File: config.mk
export PLATFORM = sky130hd
export DESIGN_NAME = osnt_timestamp_gen
export DESIGN_NICKNAME = d
export VERILOG_FILES = /design/src/rtl/osnt_timestamp_gen.sv
export SDC_FILE = /design/constraint.sdc
export NUM_CORES = 1
export LEC_CHECK = 0
export ABC_AREA = 0
export BUFFER_PORTS_ARGS = -buffer_cell sky130_fd_sc_hd__buf_2
export CORE_MARGIN = 3
export CORE_UTILIZATION = 30
export CTS_CLUSTER_DIAMETER = 80
export CTS_CLUSTER_SIZE = 10
export DETAILED_ROUTE_END_ITERATION = 10
export HOLD_SLACK_MARGIN = 0.03
export PLACE_DENSITY = 0.51
export SLEW_MARGIN = 40
export SYNTH_ARGS = -nofsm -noshare
export SYNTH_HDL_FRONTEND = slang
export SYNTH_SLANG_ARGS = --single-unit
File: constraint.sdc
create_clock -name axi_aclk -period 5.67 [get_ports axi_aclk]
set_input_delay 1.134 -clock axi_aclk [delete_from_list [all_inputs] [get_ports axi_aclk]]
set_output_delay 1.134 -clock axi_aclk [all_outputs]
set_load 0.1 [all_outputs]
File: src/rtl/osnt_timestamp_gen.sv
// osnt_timestamp_gen
//   Fixed-point timestamp source for the OSNT datapath. The stamp is an
//   accumulator advanced by inc_value every cycle, with software load,
//   one-shot signed phase adjust, PPS capture/alignment and NUM_SNAP
//   independent snapshot channels. All arithmetic wraps modulo
//   2^TIMESTAMP_WIDTH.
//
// Ports
//   axi_aclk     in   clock for all logic
//   axi_reset    in   synchronous active-high reset
//   inc_value    in   per-cycle increment (zero-extended)
//   set_en       in   pulse: load set_value into the stamp
//   set_value    in   value loaded by set_en
//   adj_req      in   level: signed adjust pending, held until adj_ack
//   adj_value    in   two's-complement adjustment
//   adj_ack      out  pulse, the cycle after the adjust was applied
//   pps_in       in   asynchronous pulse-per-second input
//   pps_mode     in   0/3 ignore, 1 capture, 2 capture + align
//   snap_req     in   per-channel capture pulse
//   snap_ack     in   per-channel clear of valid/overflow
//   tstamp       out  current timestamp
//   pps_tstamp   out  stamp at the last accepted PPS edge (pre-alignment)
//   pps_count    out  accepted PPS edges
//   snap_value   out  channel i at [i*TIMESTAMP_WIDTH +: TIMESTAMP_WIDTH]
//   snap_valid   out  channel holds an unread capture
//   snap_ovf     out  sticky: request arrived while valid was set

module osnt_timestamp_gen #(
    parameter int TIMESTAMP_WIDTH = 64,
    parameter int FRAC_WIDTH      = 32,
    parameter int INC_WIDTH       = 32,
    parameter int NUM_SNAP        = 2
) (
    input  logic                                axi_aclk,
    input  logic                                axi_reset,
    input  logic [INC_WIDTH-1:0]                inc_value,
    input  logic                                set_en,
    input  logic [TIMESTAMP_WIDTH-1:0]          set_value,
    input  logic                                adj_req,
    input  logic [TIMESTAMP_WIDTH-1:0]          adj_value,
    output logic                                adj_ack,
    input  logic                                pps_in,
    input  logic [1:0]                          pps_mode,
    input  logic [NUM_SNAP-1:0]                 snap_req,
    input  logic [NUM_SNAP-1:0]                 snap_ack,
    output logic [TIMESTAMP_WIDTH-1:0]          tstamp,
    output logic [TIMESTAMP_WIDTH-1:0]          pps_tstamp,
    output logic [31:0]                         pps_count,
    output logic [NUM_SNAP*TIMESTAMP_WIDTH-1:0] snap_value,
    output logic [NUM_SNAP-1:0]                 snap_valid,
    output logic [NUM_SNAP-1:0]                 snap_ovf
);

    localparam int SEC_WIDTH = TIMESTAMP_WIDTH - FRAC_WIDTH;

    localparam logic [1:0] PPS_CAPTURE = 2'd1;
    localparam logic [1:0] PPS_ALIGN   = 2'd2;

    logic pps_s1;
    logic pps_s2;
    logic pps_s3;
    logic pps_edge;
    logic pps_accept;
    logic pps_align;
    logic adj_take;
    logic ack_next;

    logic [SEC_WIDTH-1:0]       sec_rounded;
    logic [TIMESTAMP_WIDTH-1:0] ts_aligned;
    logic [TIMESTAMP_WIDTH-1:0] inc_ext;
    logic [TIMESTAMP_WIDTH-1:0] adj_term;
    logic [TIMESTAMP_WIDTH-1:0] ts_next;

    assign pps_edge   = pps_s2 & ~pps_s3;
    assign pps_accept = pps_edge & ((pps_mode == PPS_CAPTURE) | (pps_mode == PPS_ALIGN));
    assign pps_align  = pps_edge & (pps_mode == PPS_ALIGN);

    // While adj_ack is showing, adj_req is still the tail of the request that
    // was just applied; only a level that survives past the ack is new.
    assign adj_take = adj_req & ~adj_ack;

    always_comb begin
        inc_ext     = TIMESTAMP_WIDTH'(inc_value);
        adj_term    = adj_take ? adj_value : '0;
        // Round to nearest second: carry the fraction MSB into the seconds.
        sec_rounded = tstamp[TIMESTAMP_WIDTH-1:FRAC_WIDTH] + SEC_WIDTH'(tstamp[FRAC_WIDTH-1]);
        ts_aligned  = {sec_rounded, {FRAC_WIDTH{1'b0}}};
        ack_next    = 1'b0;
        if (set_en) begin
            ts_next = set_value;
        end else if (pps_align) begin
            ts_next = ts_aligned;
        end else begin
            ts_next  = tstamp + inc_ext + adj_term;
            ack_next = adj_take;
        end
    end

    always_ff @(posedge axi_aclk) begin
        if (axi_reset) begin
            pps_s1     <= 1'b0;
            pps_s2     <= 1'b0;
            pps_s3     <= 1'b0;
            tstamp     <= '0;
            adj_ack    <= 1'b0;
            pps_tstamp <= '0;
            pps_count  <= '0;
        end else begin
            pps_s1  <= pps_in;
            pps_s2  <= pps_s1;
            pps_s3  <= pps_s2;
            tstamp  <= ts_next;
            adj_ack <= ack_next;
            if (pps_accept) begin
                pps_tstamp <= tstamp;
                pps_count  <= pps_count + 32'd1;
            end
        end
    end

    always_ff @(posedge axi_aclk) begin
        if (axi_reset) begin
            snap_value <= '0;
            snap_valid <= '0;
            snap_ovf   <= '0;
        end else begin
            for (int i = 0; i < NUM_SNAP; i++) begin
                if (snap_req[i] && (!snap_valid[i] || snap_ack[i])) begin
                    snap_value[i*TIMESTAMP_WIDTH +: TIMESTAMP_WIDTH] <= tstamp;
                    snap_valid[i] <= 1'b1;
                    if (snap_ack[i]) begin
                        snap_ovf[i] <= 1'b0;
                    end
                end else if (snap_req[i]) begin
                    snap_ovf[i] <= 1'b1;
                end else if (snap_ack[i]) begin
                    snap_valid[i] <= 1'b0;
                    snap_ovf[i]   <= 1'b0;
                end
            end
        end
    end

endmodule

---- After elaboration in Yosys (flattened, before gate mapping) ----
Index checks and enable logic that the tools add are counted.
cells by class
  $add $sub $neg .......................... 4
  equality and inequality tests ........... 4
  multiplexer cells ....................... 15
  bitwise operators ....................... 7
  reductions and logical operators ........ 11
operators with widths
  cell                                                             number
  64-bit two-way mux                                               3
  64-bit by 32-bit adder with 64-bit output                        1
  64-bit adder                                                     1
  32-bit by 1-bit adder with 32-bit output                         1
  32-bit by 1-bit adder with 32-bit output, second input constant  1
  1-bit two-way mux                                                12
  1-bit AND                                                        4
  2-bit by 1-bit != test with 1-bit output, second input constant  2
  2-bit AND reduction                                              2
  2-bit nonzero test                                               2
  3-bit OR reduction                                               1
  2-bit by 1-bit == test with 1-bit output, second input constant  1
  2-bit == test, second input constant                             1
  1-bit logical AND                                                2
  1-bit logical NOT                                                2
  1-bit logical OR                                                 2
  1-bit inverter                                                   2
  1-bit OR                                                         1
storage, ports and cells
  bits in registers ....................... 296
  input port bits ......................... 171
  output and inout port bits .............. 293
  logic and storage cells ................. 53

---- Depth between registers and ports, before layout ----
Gate-level depths: netlist (run 1).
  word-level depth ........................ 6
  mapped depth ............................ 17
  depth with buffers taken out ............ 15

---- Worst setup path after synthesis (run 1) ----
Ideal clock, no wire load.
  path type ............................... input port to flip-flop
  start point ............................. in adj_req
  end point ............................... reg tstamp[58]
  library setup time ...................... 0.117 ns
  data arrival time ....................... 4.758 ns
  required time ........................... 5.553 ns
  path slack .............................. 0.795 ns
  cell stages on the path ................. 17
  path buffers ............................ 3
  path through ............................ nor2b_1 > clkbuf_1 > clkbuf_1 > and2_1 > fa_1 > ha_1 > buf_4 > nand4_2 > o22ai_1 > nor2_1 > o41a_1 > a21oi_2 > o211ai_2 > a2111oi_2 > a211oi_1 > or3_1 > a32o_1
between the ends
  word-level cells in the longest chain between the ends .. 5
ends and longest elaborated chain
  element               line  text
  start, declared       39    input logic adj_req,
  1-bit AND             80    assign adj_take = adj_req & ~adj_ack;
  64-bit two-way mux    84    adj_term = adj_take ? adj_value : '0;
  64-bit adder          94    ts_next = tstamp + inc_ext + adj_term;
  64-bit two-way mux    91    end else if (pps_align) begin
  64-bit two-way mux    89    if (set_en) begin
  end signal, assigned  112   tstamp <= ts_next;
  end, declared         46    output logic [TIMESTAMP_WIDTH-1:0] tstamp,
Every way passes these cells.
A chain may end at the register's enable or synchronous reset.

---- Final worst setup path (run 1) ----
  start point ............................. in adj_req
  end point ............................... reg tstamp[57]
The elaborated chain is that of the path after synthesis.

==> key figures, run 1 <==
Run status
  • Status: finished, final reports clean

Clock tree
  • CTS max path bufs: 3
  • Setup Fix Bufs, Post-CTS: 0
  • CTS buffer count: 37
  • Worst skew pair latency: 550 ps
  • Clock H-tree levels: 2
  • Worst-path clk slew: 60 ps
  • Sink Count: 296
  • PostCTS Resize Cnt: 0
  • CTS tree: done
  • Cts-stage hold buffer count: 0
  • Root buffer cell: clkbuf_16

Timing
  • # setup viols final: 0
  • Setup TNS: 0 ps
  • RSZ-0062 raised after global routing: false
  • Clk_skew: 23.3 ps
  • Pins Over Slew Limit: 0
  • Final count of hold timing violations: 0
  • Relative slew slack: 48.3%
  • Hold slack: 452 ps
  • Period minus WS final: 4820 ps
  • Final Cycle Share: 85.1%
  • Peak Freq: 207 MHz
  • Final worst setup slack: 845 ps
  • Worst Max-Slew Pin Slew: 774 ps

GRT
  • Largest net degree at the start of global routing: 96
  • First-pass GRT wire length: 95000 um
  • Initial antenna violation count: 34
  • Vias in the first global route: 15700
  • Overflow after GRT: 0
  • Global Route Usage Sum: 21.3%

Route
  • First-pass iteration count of the detailed router: 5
  • Vias per cell: 5.13
  • DRT iter0 DRCs: 936
  • DR WL/cell: 20.0 um
  • Via Count: 16200
  • Routed WL: 63100 um
  • DRT antenna net count: 0
  • DR DRC count: 0

Power
  • Switching pwr: 3.55 mW
  • Leak Pwr: 9.11 nW
  • Reg power frac: 31.7%
  • Switching Fraction: 45.0%
  • IR drop worst, VDD: 0.255 mV
  • Combinational Power Share: 40.8%
  • Int Power: 4.34 mW
  • Part of the power in the clock network: 27.5%
  • Pwr Density: 390 nW/um2

Floorplan
  • Starting Density: 30.6%
  • Io pins: 464
  • Cell row count: 84
  • Die height: 239 um
  • Core area: 53100 um2
  • DIE WIDTH: 239 um
  • DIE AREA: 57000 um2

Final layout
  • Layout area overhead: 24.3%
  • Share of cells above drive strength 1: 23.1%
  • Nets@finish: 2747
  • Fin area: 20200 um2

Yosys
  • Cells after Synth: 2048
  • EDFF count, synth: 0
  • YS warnings: 0
  • Synth cell types: 82
  • Main synth FF type: dfxtp_1
  • Mapped Nets: 2349
  • Synth Register Bits: 296
  • Mean area per synthesized cell: 7.94 um2
  • Cell Area, Synth: 16300 um2
  • Asr flop ratio synth: 0%
  • Register area share after synthesis: 36.4%

Placed design
  • Post-DP HPWL: 48300 um
  • GPL Wtd Cong: 0.901
  • PortBufs: 463
  • Place WS: 241 ps
  • DP Area: 19100 um2

Setup path
  • Minimum setup slack among reg-to-reg paths: 1160 ps
  • CP arrival: 5270 ps
  • CP top delay family: compound AO/OA/AOI/OAI gates
  • Worst-path fanout max: 4
  • Crit path largest cell delay: 430 ps
  • Worst path bufs/invs: 2
  • Nature of the critical path endpoint: flop
  • Classification of the worst setup path: in2reg
  • Startpoint types: primary input
  • Cell Chain, Critical Path: buf_2 -> nor2b_4 -> and2_1 -> fa_1 -> ha_1 -> fa_1 -> a211oi_1 -> o21ai_2 -> a41oi_2 -> o31ai_4 -> a41oi_1 -> buf_4 -> o21a_1 -> o211a_1 -> o21bai_1 -> xnor2_1 -> a211oi_1
  • Critical-path top delay cell: fa_1
  • Critical Path RT: 6120 ps

Hold path
  • HP Class: reg2reg

Flow run
  • Max-cap violations: 0
cell usage after synthesis (all sizes together) (4+ instances only):
library cell	n	area share, %
nand4	39	1.5
inv	18	0.42
clkbuf	107	2.7
o211a	4	0.25
nor3	11	0.34
nor2b	6	0.23
and2	70	2.7
a211oi	18	0.86
o21bai	13	0.60
or3	11	0.43
a21oi	282	8.7
xnor2	46	2.5
dfxtp	296	36
o31ai	6	0.42
nand2	515	12
and4	7	0.38
o21ai	88	2.7
nor4	6	0.27
a21o	42	1.9
xor2	63	3.4
fa	33	4.1
o211ai	6	0.31
o22ai	7	0.27
and3	17	0.67
o21a	8	0.37
o221ai	4	0.22
a31oi	15	0.58
nand3	42	1.3
ha	97	7.5
nor2	102	2.4
buf	24	1.2
path summary, 6_finish.rpt:
path	to	depth (start not counted)	startpoint
worst max register to register	tstamp[57]$_SDFF_PP0_	16	adj_ack$_SDFF_PP0_
worst min register to register	snap_value[28]$_SDFFE_PP0P_	2	snap_value[28]$_SDFFE_PP0P_
worst max-delay path	tstamp[57]$_SDFF_PP0_	17	adj_req
worst min-delay path	snap_value[28]$_SDFFE_PP0P_	2	snap_value[28]$_SDFFE_PP0P_
worst reg2reg max path, cell delays in order, from the launching register on:
cell and delay, ps:
dfxtp_1 360, nor2b_4 290, and2_1 200, fa_1 420
ha_1 250, fa_1 430, a211oi_1 320, o21ai_2 140
a41oi_2 330, o31ai_4 130, a41oi_1 270, buf_4 190
o21a_1 270, o211a_1 310, o21bai_1 120, xnor2_1 130
a211oi_1 250
per-layer routing:
layer | wire (um) | global-route usage [%]
met5 | 219 | 0
met4 | 1250 | 5.41
met3 | 4990 | 5.94
met2 | 29600 | 35.4
met1 | 27100 | 27.4
metrics by stage:
step                std cells  util, %  total power, mW
finish                   3155     38.1             7.89
global route             3145     38.0             8.33
CTS                      3141     38.0             7.98
detailed placement       3095     36.1             5.76
global placement         3090     35.8             5.74
floorplan                2048        -             5.07
logic make-up (layout without fill, tap and decap cells):
kind of cell | after synthesis | in the layout | synth area share (%)
compound gates | 522 | 522 | 18.9
flops | 296 | 296 | 36.4
buf+inv | 151 | 556 | 4.46
xor+xnor | 109 | 109 | 5.87
mux | 2 | 2 | 0.131
other cells | 0 | 14 | 0
fa+ha+maj | 130 | 130 | 11.5
simple gates | 838 | 838 | 22.7
power groups by stage:
stage | clock [mW] | combinational (mW) | sequential, mW
6_report | 2.17 | 3.22 | 2.50
3_5_place_dp | 0 | 3.21 | 2.55
3_3_place_gp | 0 | 3.20 | 2.54
2_1_floorplan | 0 | 1.42 | 3.65
5_1_grt | 2.32 | 3.48 | 2.53
4_1_cts | 2.25 | 3.23 | 2.50
area by class of cell:
class                      count  area, um2
timing repair buffer         491       2630
sequential                   296       5930
tap                          688        861
antenna                       14       35.0
clock buffer                  41        983
inverter                      19       71.3
multi-input combinational   1601       9640
fill                        5561      32900
clock inverter                 5       62.6
cell usage in the layout (no fill, tap or decap), types with 7 or more instances in the layout:
| cell type | count |
|---|---|
| and3_1 | 15 |
| dfxtp_1 | 296 |
| a21o_1 | 41 |
| a31oi_1 | 15 |
| nor3_1 | 11 |
| buf_4 | 19 |
| a21oi_1 | 281 |
| nand4_1 | 38 |
| clkbuf_16 | 39 |
| diode_2 | 14 |
| nor2_1 | 99 |
| buf_2 | 462 |
| a211oi_1 | 17 |
| xnor2_1 | 46 |
| and2_1 | 68 |
| fa_1 | 33 |
| nand3_1 | 42 |
| o22ai_1 | 7 |
| inv_1 | 18 |
| nand2_1 | 512 |
| o21ai_0 | 82 |
| ha_1 | 97 |
| xor2_1 | 63 |
| o21bai_1 | 13 |
| o21a_1 | 8 |
| or3_1 | 10 |
| and4_1 | 7 |
sequential cells by signal, indices dropped and copies added, names as in the netlist:
register and cells:
pps_count 32, snap_ovf 2, pps_s1 1, tstamp 64, adj_ack 1, snap_value 128
pps_tstamp 64, pps_s3 1, pps_s2 1, snap_valid 2
Power figures use the tool's default switching activity.
==> inputs of run 2 (changes only) <==
- MAX_ROUTING_LAYER: not set -> met4
- PLACE_DENSITY: 0.51 -> not set
- PLACE_DENSITY_LB_ADDON: not set -> 0.25
==> run 2 against run 1 <==
Net effect:
- combinational power grew 1%
- maximum frequency fell by 0.19%
- power is 0.27% lower
- critical path depth did not move
- cell count up 0.89%
- routed wire length fell by 1.5%
- register-to-register slack better by 40 ps
- sequential share of layout area is 0.14 points lower
- largest power group unchanged
==> key figures, run 2 (same netlist as run 1, synthesis figures left out) <==
Setup path
  • Cell Chain, Critical Path: buf_2 -> nor2b_4 -> and2_1 -> fa_1 -> ha_1 -> fa_1 -> a211oi_1 -> o21ai_2 -> a41oi_2 -> o31ai_4 -> a41oi_1 -> buf_4 -> o21a_1 -> o211a_1 -> o21bai_1 -> xnor2_1 -> a211oi_1
  • Nature of the critical path endpoint: flop
  • Crit path largest cell delay: 440 ps
  • Startpoint types: primary input
  • CP top delay family: compound AO/OA/AOI/OAI gates
  • Worst path bufs/invs: 2
  • Critical Path RT: 6110 ps
  • Critical-path top delay cell: fa_1
  • CP arrival: 5280 ps
  • Classification of the worst setup path: in2reg
  • Worst-path fanout max: 5

Clock tree
  • Cts-stage hold buffer count: 0
  • CTS buffer count: 36
  • Root buffer cell: clkbuf_16
  • Clock H-tree levels: 2
  • CTS tree: done
  • PostCTS Resize Cnt: 0
  • Worst skew pair latency: 540 ps
  • Worst-path clk slew: 60 ps
  • Setup Fix Bufs, Post-CTS: 0
  • Sink Count: 296
  • CTS max path bufs: 3

GRT
  • Global Route Usage Sum: 21.7%
  • Vias in the first global route: 15800
  • Overflow after GRT: 0
  • Initial antenna violation count: 33
  • First-pass GRT wire length: 94200 um
  • Largest net degree at the start of global routing: 88

Timing
  • Pins Over Slew Limit: 0
  • # setup viols final: 0
  • Period minus WS final: 4830 ps
  • Worst Max-Slew Pin Slew: 758 ps
  • Peak Freq: 207 MHz
  • Final Cycle Share: 85.3%
  • RSZ-0062 raised after global routing: false
  • Setup TNS: 0 ps
  • Clk_skew: 27.8 ps
  • Final count of hold timing violations: 0
  • Relative slew slack: 49.4%

Route
  • Routed WL: 62200 um
  • Via Count: 16300
  • First-pass iteration count of the detailed router: 5
  • DR WL/cell: 19.5 um
  • DRT antenna net count: 0
  • Vias per cell: 5.11
  • DRT iter0 DRCs: 870
  • DR DRC count: 0

Placed design
  • Post-DP HPWL: 47800 um
  • Cells after DPL: 3108
  • PortBufs: 463
  • GPL Wtd Cong: 0.888

Hold path
  • HP Class: reg2reg

Final layout
  • Layout area overhead: 24.9%
  • Largest registers: snap_value x128, pps_tstamp x64, tstamp x64
  • Layout Cells excl Fill: 3183
  • Max reg flops: 128
  • Share of cells above drive strength 1: 23.3%
  • Most common cell after layout, fill and taps aside: nand2_1
  • Commonest cells after routing, fill and taps aside: nand2_1 (512), buf_2 (462), dfxtp_1 (296)
  • Nets@finish: 2759
  • Largest register by flop count: snap_value

Power
  • Total design power: 7.87 mW
  • IR drop worst, VDD: 0.297 mV
  • Pwr Density: 387 nW/um2
  • Leak Pwr: 9.15 nW

Floorplan
  • Starting Density: 30.6%
  • DIE AREA: 57000 um2
  • Io pins: 464
  • Cell row count: 84
  • DIE WIDTH: 239 um
  • Core area: 53100 um2
  • Die height: 239 um

Run status
  • Status: finished, final reports clean

Flow run
  • Max-cap violations: 0
[run 2: final timing paths]
kind / slack [ps] / end / start / cells past startpoint
setup reg to reg: 1200 / tstamp[57]$_SDFF_PP0_ / adj_ack$_SDFF_PP0_ / 16
setup / recovery: 840 / tstamp[57]$_SDFF_PP0_ / adj_req / 17
hold / removal: 440 / pps_s2$_SDFF_PP0_ / pps_s1$_SDFF_PP0_ / 1
hold reg to reg: 440 / pps_s2$_SDFF_PP0_ / pps_s1$_SDFF_PP0_ / 1
[run 2: metal layers]
layer / vias up / track usage (%) / wire (um)
li1: 7867 / - / -
met1: 7801 / 27.5 / 27000
met2: 533 / 35.1 / 29100
met3: 78 / 4.93 / 4670
met4: 0 / 5.79 / 1340
met5: - / - / 0
[run 2: cell type report]
type,instances,area (um2)
well taps,688,861
repair buffers,504,2740
clock buffers,38,930
diodes,34,85.1
clock inverters,3,67.6
multi-input cells,1601,9640
flip-flops and latches,296,5930
fillers,5526,32800
inverters,19,71.3
[run 2: power by group]
part / internal [mW] / leakage [nW] / total (mW) / switching [mW]
clock: 1.24 / 0.486 / 2.10 / 0.861
sequential: 2.25 / 2.41 / 2.51 / 0.254
combinational: 0.857 / 6.25 / 3.26 / 2.40
total: 4.35 / 9.15 / 7.87 / 3.52
[run 2: metrics by stage]
step | hold slack, ps | util (%) | worst slack (ps) | instance area, um2
6_report | 443 | 38.3 | 836 | 20300
3_5_place_dp | 431 | 36.2 | 283 | 19200
4_1_cts | 451 | 38.1 | 824 | 20200
5_1_grt | 467 | 38.3 | 569 | 20300
3_3_place_gp | 438 | 36.0 | 344 | 19100
2_1_floorplan | 414 | - | 795 | 16300
[run 2: worst register-to-register path: cells and delay by family (launching register included)]
kind	cells	cell delay, ps
AO/OA/AOI/OAI	9	2130
XOR/XNOR	1	130
adder cells (fa/ha/maj)	3	1110
buffers and inverters	1	190
flip-flops	1	340
AND/OR/NAND/NOR	2	490
